[src/rtl/serial_in_parallel_out_sipo_32_bit_framed.sv]
`default_nettype none
// +----------------------------------------------------------------------------+
// | serial_in_parallel_out_sipo_32_bit_framed                                  |
// | Framed serial-to-parallel receiver with valid/ready hold register.         |
// | Rev 1.0                                                                    |
// +----------------------------------------------------------------------------+
module serial_in_parallel_out_sipo_32_bit_framed #(
  parameter int DATA_WIDTH = 32,
  parameter bit MSB_FIRST  = 1'b1
) (
  input  logic                          Clk_In,
  input  logic                          Reset_In,
  input  logic                          Serial_Data_In,
  input  logic                          Serial_Valid_In,
  input  logic                          Frame_Start_In,
  input  logic                          Data_Ready_In,
  input  logic                          Overrun_Clear_In,
  output logic [DATA_WIDTH-1:0]         Parallel_Data_Out,
  output logic                          Data_Valid_Out,
  output logic                          Overrun_Out,
  output logic                          Busy_Out,
  output logic [$clog2(DATA_WIDTH)-1:0] Bit_Count_Out
);

  localparam int          c_CNT_W   = $clog2(DATA_WIDTH);
  localparam logic [0:0]  c_IDLE    = 1'b0;
  localparam logic [0:0]  c_RECEIVE = 1'b1;
  localparam logic [c_CNT_W-1:0] c_LAST = c_CNT_W'(DATA_WIDTH - 1);

  logic [DATA_WIDTH-1:0] sr_q, sr_d;
  logic [c_CNT_W-1:0]    count_q, count_d;
  logic [0:0]            state_q, state_d;
  logic [DATA_WIDTH-1:0] data_q, data_d;
  logic                  valid_q, valid_d;
  logic                  overrun_q, overrun_d;

  logic [DATA_WIDTH-1:0] w_shifted;
  logic [DATA_WIDTH-1:0] w_first;
  logic                  w_transfer;
  logic                  w_complete;
  logic                  w_overrun_set;

  function automatic logic [DATA_WIDTH-1:0] shift_in(input logic [DATA_WIDTH-1:0] sr,
                                                     input logic b);
    if (MSB_FIRST) return {sr[DATA_WIDTH-2:0], b};
    else           return {b, sr[DATA_WIDTH-1:1]};
  endfunction

  assign w_shifted  = shift_in(sr_q, Serial_Data_In);
  assign w_first    = shift_in('0, Serial_Data_In);
  assign w_transfer = valid_q & Data_Ready_In;

  always_comb begin
    sr_d          = sr_q;
    count_d       = count_q;
    state_d       = state_q;
    data_d        = data_q;
    valid_d       = valid_q;
    w_complete    = 1'b0;
    w_overrun_set = 1'b0;

    // Frame start dominates: it drops the partial word, even one bit short of completion.
    if (Frame_Start_In) begin
      sr_d    = Serial_Valid_In ? w_first : '0;
      count_d = Serial_Valid_In ? c_CNT_W'(1) : '0;
      state_d = Serial_Valid_In ? c_RECEIVE : c_IDLE;
    end else if (Serial_Valid_In) begin
      sr_d    = w_shifted;
      count_d = count_q + c_CNT_W'(1);
      case (state_q)
        c_IDLE:    state_d = c_RECEIVE;
        c_RECEIVE: begin
          if (count_q == c_LAST) begin
            state_d    = c_IDLE;
            count_d    = '0;
            w_complete = 1'b1;
          end
        end
        default:   state_d = c_IDLE;
      endcase
    end

    if (w_complete) begin
      if (!valid_q || w_transfer) begin
        data_d  = w_shifted;
        valid_d = 1'b1;
      end else begin
        w_overrun_set = 1'b1;
      end
    end else if (w_transfer) begin
      valid_d = 1'b0;
    end

    overrun_d = w_overrun_set | (overrun_q & ~Overrun_Clear_In);
  end

  always_ff @(posedge Clk_In or negedge Reset_In) begin
    if (!Reset_In) begin
      sr_q      <= '0;
      count_q   <= '0;
      state_q   <= c_IDLE;
      data_q    <= '0;
      valid_q   <= 1'b0;
      overrun_q <= 1'b0;
    end else begin
      sr_q      <= sr_d;
      count_q   <= count_d;
      state_q   <= state_d;
      data_q    <= data_d;
      valid_q   <= valid_d;
      overrun_q <= overrun_d;
    end
  end

  assign Parallel_Data_Out = data_q;
  assign Data_Valid_Out    = valid_q;
  assign Overrun_Out       = overrun_q;
  assign Busy_Out          = (count_q != '0);
  assign Bit_Count_Out     = count_q;

endmodule
`default_nettype wire

[config.mk]
export PLATFORM = sky130hd
export DESIGN_NAME = serial_in_parallel_out_sipo_32_bit_framed
export DESIGN_NICKNAME = d
export VERILOG_FILES = /design/src/rtl/serial_in_parallel_out_sipo_32_bit_framed.sv
export SDC_FILE = /design/constraint.sdc
export NUM_CORES = 1
export LEC_CHECK = 0
export CAP_MARGIN = 20
export CORE_UTILIZATION = 40
export DETAILED_ROUTE_END_ITERATION = 10
export DONT_BUFFER_PORTS = 1
export GPL_TIMING_DRIVEN = 1
export MAX_ROUTING_LAYER = met4
export PLACE_DENSITY = 0.59
export SETUP_SLACK_MARGIN = 0.05
export SYNTH_ARGS = -nofsm -noshare
export SYNTH_HDL_FRONTEND = slang
export SYNTH_SLANG_ARGS = --single-unit
[constraint.sdc]
create_clock -name Clk_In -period 2.49 [get_ports Clk_In]
set_clock_uncertainty 0.05 [all_clocks]
set_input_delay 0.1245 -clock Clk_In [delete_from_list [all_inputs] [get_ports Clk_In]]
set_output_delay 0.1245 -clock Clk_In [all_outputs]
set_load 0.01 [all_outputs]
==> flow_summary.yaml, run 1 <==
critical_path:
  required_ns: 2.65
  critPathTopFamily: "simple AND/OR/NAND/NOR gates"
  critPathCaptureType: "register"
  rr_worst_depth: 7
  critical_path_arrival_ns: 2.36
  cpMostUsedCell: "ha_1"
  path_buf_inv: 1
  cpMaxStageDelayCell: "dfrtp_1"
  crit_type: "register to register"
  crit_chain: "ha_1, and3_1, ha_1, nand4b_2, nor2b_4, buf_12, mux2_1"
  start_kind: "register"
  slowest_delay_ns: 0.46
  cp_max_fo: 32
  cp.depth: 7
clock_tree:
  cts_num_sinks: 71
  path_clk_slew_ns: 0.07
  post_cts_resized: 0
  cts_setup_buffers: 0
  post_cts_hold_buffer_count: 9
  htree_num_levels: 3
  root_buffer: "clkbuf_8"
  cts_max_path_buffers: 2
  clkLatencyLatePin_ns: 0.33
  cts_inserted_buffers: 9
  cts_tree: "built"
synthesis:
  synth.top_cell.area_share_pct: 58.9
  synth_top_family_by_area: "multiplexers"
  synth-compound-area-share_pct: 1.87
  yosysMostFrequentCell: "dfrtp_1"
  synth_cells: 212
  seq_area_frac_synth_pct: 58.9
  synth.mux.area_fraction_pct: 26.0
  synth_ff_type: "dfrtp_1"
  ys_async_sr_fraction_pct: 100
  synth_area_leaders: "dfrtp_1, mux2_4, mux2i_1"
  ys_top_cells_by_count: "dfrtp_1, nor2_1, mux2i_1"
  synth_xor_xnor_area_share_pct: 0
  synth_edf_count: 0
  synth_seq_cells: 71
  synth_fa_ha_area_share_pct: 1.24
  netlist_area_um2: 3020
  yosys.area.top_type: "dfrtp_1"
  avgSynthCellArea_um2: 14.2
  ys_warn_count: 0
  syn-num-nets: 222
  ys_types: 31
  synth_simple_gate_area_share_pct: 7.88
sta:
  tightest_slew_ns: 0.343
  max_freq_mhz: 454
  tns_ns: 0
  period_share_pct: 88.4
  grt_setup_unrepaired: "no"
  hold_viol_final: 0
  maxSlewViolCount: 0
  slew_headroom_pct: 77.2
  period_minus_slack_ns: 2.20
  final-setup-viol-count: 0
placement:
  numPortBuffers: 0
  routabilityCongestion: 0.652
final_layout:
  syn_to_final_growth_pct: 10.9
  antenna_cells: 0
  nets: 231
  drive_above_1_share_pct: 21.4
  post-route-util_pct: 45.9
power:
  irDropWorstVdd_v: 0.000378
  leakage_nw: 1.69
  power_density_nw_per_um2: 612
die:
  coreArea_um2: 7290
  ios: 47
  die_w_um: 88.9
  num_rows: 31
  die-area_um2: 7900
  start_util_pct: 41.4
  die_h_um: 88.9
route:
  num_vias: 1569
  ant_nets: 0
  avgViaCountPerCell: 4.86
  drc_errors: 0
  drt_iter0_drc: 55
  drt_wl_total_um: 4900
  wire_per_inst_um: 15.2
  firstDrtPassIters: 4
global_route:
  grt_pass1_wl_um: 7840
  grt_pass1_vias: 1609
  top_usage_layer: "met2"
  grt.overflow.total: 0
  use_met2_pct: 20.9
  use_met1_pct: 16.7
  grt_max_degree: 72
  grt_use_total_pct: 14.0
  antenna_found_initial: 0
  use_met3_pct: 6.81
status:
  status: "finished clean"
worst_hold_path:
  min_path_type: "input port to register"
  hold_depth: 2
flow_run:
  drv_cap: 0
## registers in the layout (all words and copies together) (netlist names)
name and flops:
Bit_Count_Out 5, sr_q 31, Parallel_Data_Out 32, Data_Valid_Out 1
state_q 1, Overrun_Out 1
## final timing paths
kind	slack, ns	start	to
setup / recovery	0.29	Bit_Count_Out[1]	Parallel_Data_Out[31]
hold / removal	0.02	Frame_Start_In	Bit_Count_Out[2]
setup reg to reg	0.29	Bit_Count_Out[1]	Parallel_Data_Out[31]
hold reg to reg	0.45	sr_q[30]	Parallel_Data_Out[31]
max in group asynchronous	1.82	Reset_In	sr_q[22]
min in group asynchronous	0.29	Reset_In	Parallel_Data_Out[13]
## report_power, final
group,total (mW),internal (mW),switching (mW)
registers,1.17,1.16,0.0114
clock network,0.781,0.405,0.377
logic,0.0955,0.0377,0.0578
## kinds of logic after synthesis
| family | count (synthesis) |
|---|---|
| AO/OA/AOI/OAI | 9 |
| adder cells (fa/ha/maj) | 3 |
| buffers and inverters | 16 |
| flip-flops | 71 |
| multiplexers | 63 |
| AND/OR/NAND/NOR | 50 |
## cell type report
cell class	count	area, µm²
fill	687	3950
sequential	71	1780
multi-input combinational	125	1120
clock buffer	13	159
timing repair buffer	10	148
tap	99	124
inverter	4	15.0
clock inverter	1	5.00
## cell usage in the layout, fill, tap and decap left out, types with 2 or more instances in the layout
cell,netlist,routed
a21oi_1,2,2
clkbuf_1,3,2
nand3_1,3,3
ha_1,3,3
mux2i_1,31,31
buf_12,3,3
dfrtp_1,71,71
nand2b_1,2,2
nand2_1,5,5
mux2_1,2,2
nor2_1,32,32
inv_1,4,4
or4b_1,2,2
clkbuf_8,0,11
dlygate4sd3_1,0,6
mux2_4,30,30
## per-stage QoR
step	worst slack, ns	instance area [µm²]	hold WS, ns	std cells	total power [mW]
2_1_floorplan	0.527	3020	-0.221	212	1.24
3_3_place_gp	0.356	3060	-0.219	300	1.23
3_5_place_dp	0.305	3060	-0.220	300	1.23
4_1_cts	0.280	3350	0.00215	323	2.09
5_1_grt	0.121	3350	0.0209	323	2.14
6_report	0.289	3350	0.0244	323	2.05
## metal layers
layer  up-vias  share of wire [%]
met1       789                 48
met2        33                 46
met4         0               0.92
met5         -                  0
li1        741                  -
met3         6                4.4
(Power assumes the default switching activity.)
==> run 2, diff against run 1 <==
- RECOVER_POWER: default -> 50
==> flow_summary.yaml, run 2 (synthesis gave the netlist of run 1 again) <==
clock_tree:
  cts_num_sinks: 71
  cts_tree: "built"
  path_clk_slew_ns: 0.07
  cts_setup_buffers: 0
  cts_max_path_buffers: 2
  cts_inserted_buffers: 9
  clkLatencyLatePin_ns: 0.33
  post_cts_resized: 0
  htree_num_levels: 3
  root_buffer: "clkbuf_8"
  post_cts_hold_buffer_count: 9
sta:
  slew_headroom_pct: -12.4
  timing.hold.ws_ns: 0.0234
  tns_ns: 0
  final-setup-viol-count: 0
  period_share_pct: 88.3
  tightest_slew_ns: 1.69
  maxSlewViolCount: 72
  grt_setup_unrepaired: "no"
  hold_viol_final: 0
  max_freq_mhz: 455
  period_minus_slack_ns: 2.20
final_layout:
  fillerInstances: 690
  drive_above_1_share_pct: 21.4
  largest_reg_flops: 32
  syn_to_final_growth_pct: 10.2
  mostFrequentLayoutCells: "dfrtp_1, nor2_1, mux2i_1, mux2_4, clkbuf_8"
  nets: 231
  antenna_cells: 0
  final_common_cell: "dfrtp_1"
placement:
  routabilityCongestion: 0.652
  numPortBuffers: 0
die:
  ios: 47
  die_w_um: 88.9
  die-area_um2: 7900
  num_rows: 31
  coreArea_um2: 7290
  die_h_um: 88.9
  start_util_pct: 41.4
critical_path:
  crit_type: "register to register"
  path_buf_inv: 1
  critPathTopFamily: "simple AND/OR/NAND/NOR gates"
  setup.worst_path.start: "Bit_Count_Out[1]"
  cpMaxStageDelayCell: "dfrtp_1"
  start_kind: "register"
  slowest_delay_ns: 0.46
  rr_startpoint: "Bit_Count_Out[1]"
  cpMostUsedCell: "ha_1"
  required_ns: 2.65
  critical_path_arrival_ns: 2.36
  critPathCaptureType: "register"
  crit_chain: "ha_1, and3_1, ha_1, nand4b_2, nor2b_4, buf_12, mux2_1"
  cp_max_fo: 32
route:
  ant_nets: 0
  avgViaCountPerCell: 4.84
  wire_per_inst_um: 15.2
  drt_iter0_drc: 58
  num_vias: 1564
  drc_errors: 0
  firstDrtPassIters: 4
  drt_wl_total_um: 4900
global_route:
  grt_pass1_wl_um: 7840
  grt_pass1_vias: 1609
  antenna_found_initial: 0
  grt.overflow.total: 0
  grt_use_total_pct: 14.0
  grt_max_degree: 72
worst_hold_path:
  min_path_type: "input port to register"
  worstHoldStart: "Frame_Start_In"
power:
  power_density_nw_per_um2: 615
  leakage_nw: 1.68
  design_power_total_mw: 2.05
  irDropWorstVdd_v: 0.000378
flow_run:
  drv_cap: 1
status:
  status: "complete, but fails checks"
  failed_checks: "max-capacitance violations, max-slew violations"
-- run 2: changes by cell type in the layout (fill, tap and decap cells not counted) --
cell / change
clkbuf_2: +1
buf_16: -1
-- run 2: final cells by class --
type	count	area (µm²)	area share, %
tap	99	124	3.73
sequential	71	1780	53.4
inverter	4	15.0	0.452
timing repair buffer	10	125	3.76
clock inverter	1	5.00	0.151
clock buffer	13	159	4.78
multi-input combinational	125	1120	33.7
-- run 2: per-layer routing --
metal  global-route usage (%)  up-vias  share of wire [%]
li1                         -      738                  -
met1                     16.7      789                 48
met2                     20.9       31                 46
met3                     6.81        6                4.1
met4                     4.40        0               0.92
met5                        -        -                  0
-- run 2: where the power goes --
group          total [mW]  switching, mW  internal (mW)  leakage (nW)
logic              0.0905         0.0568         0.0336         0.608
registers            1.17         0.0114           1.16         0.984
clock network       0.783          0.378          0.405        0.0854
-- run 2: worst paths after layout --
kind	to	slack, ns	cells past startpoint
setup / recovery	Parallel_Data_Out[31]	0.29	7
hold / removal	Bit_Count_Out[2]	0.02	2
setup reg to reg	Parallel_Data_Out[31]	0.29	7
hold reg to reg	Parallel_Data_Out[31]	0.45	1
max in group asynchronous	sr_q[22]	0.64	2
min in group asynchronous	Parallel_Data_Out[12]	0.74	2
-- run 2: metrics by stage --
stage / instances / utilization, % / cell area (µm²) / setup WS [ns]
floorplan: 212 / - / 3020 / 0.527
global placement: 300 / 41.9 / 3060 / 0.356
detailed placement: 300 / 41.9 / 3060 / 0.305
CTS: 323 / 45.9 / 3350 / 0.280
global route: 323 / 45.6 / 3320 / 0.121
finish: 323 / 45.6 / 3320 / 0.290
-- run 2: worst register-to-register path, delay by kind of cell (launching register included) --
kind / cells / cell delay, ns
AND/OR/NAND/NOR: 3 / 0.56
flip-flops: 1 / 0.46
adder cells (fa/ha/maj): 2 / 0.40
multiplexers: 1 / 0.36
buffers and inverters: 1 / 0.26
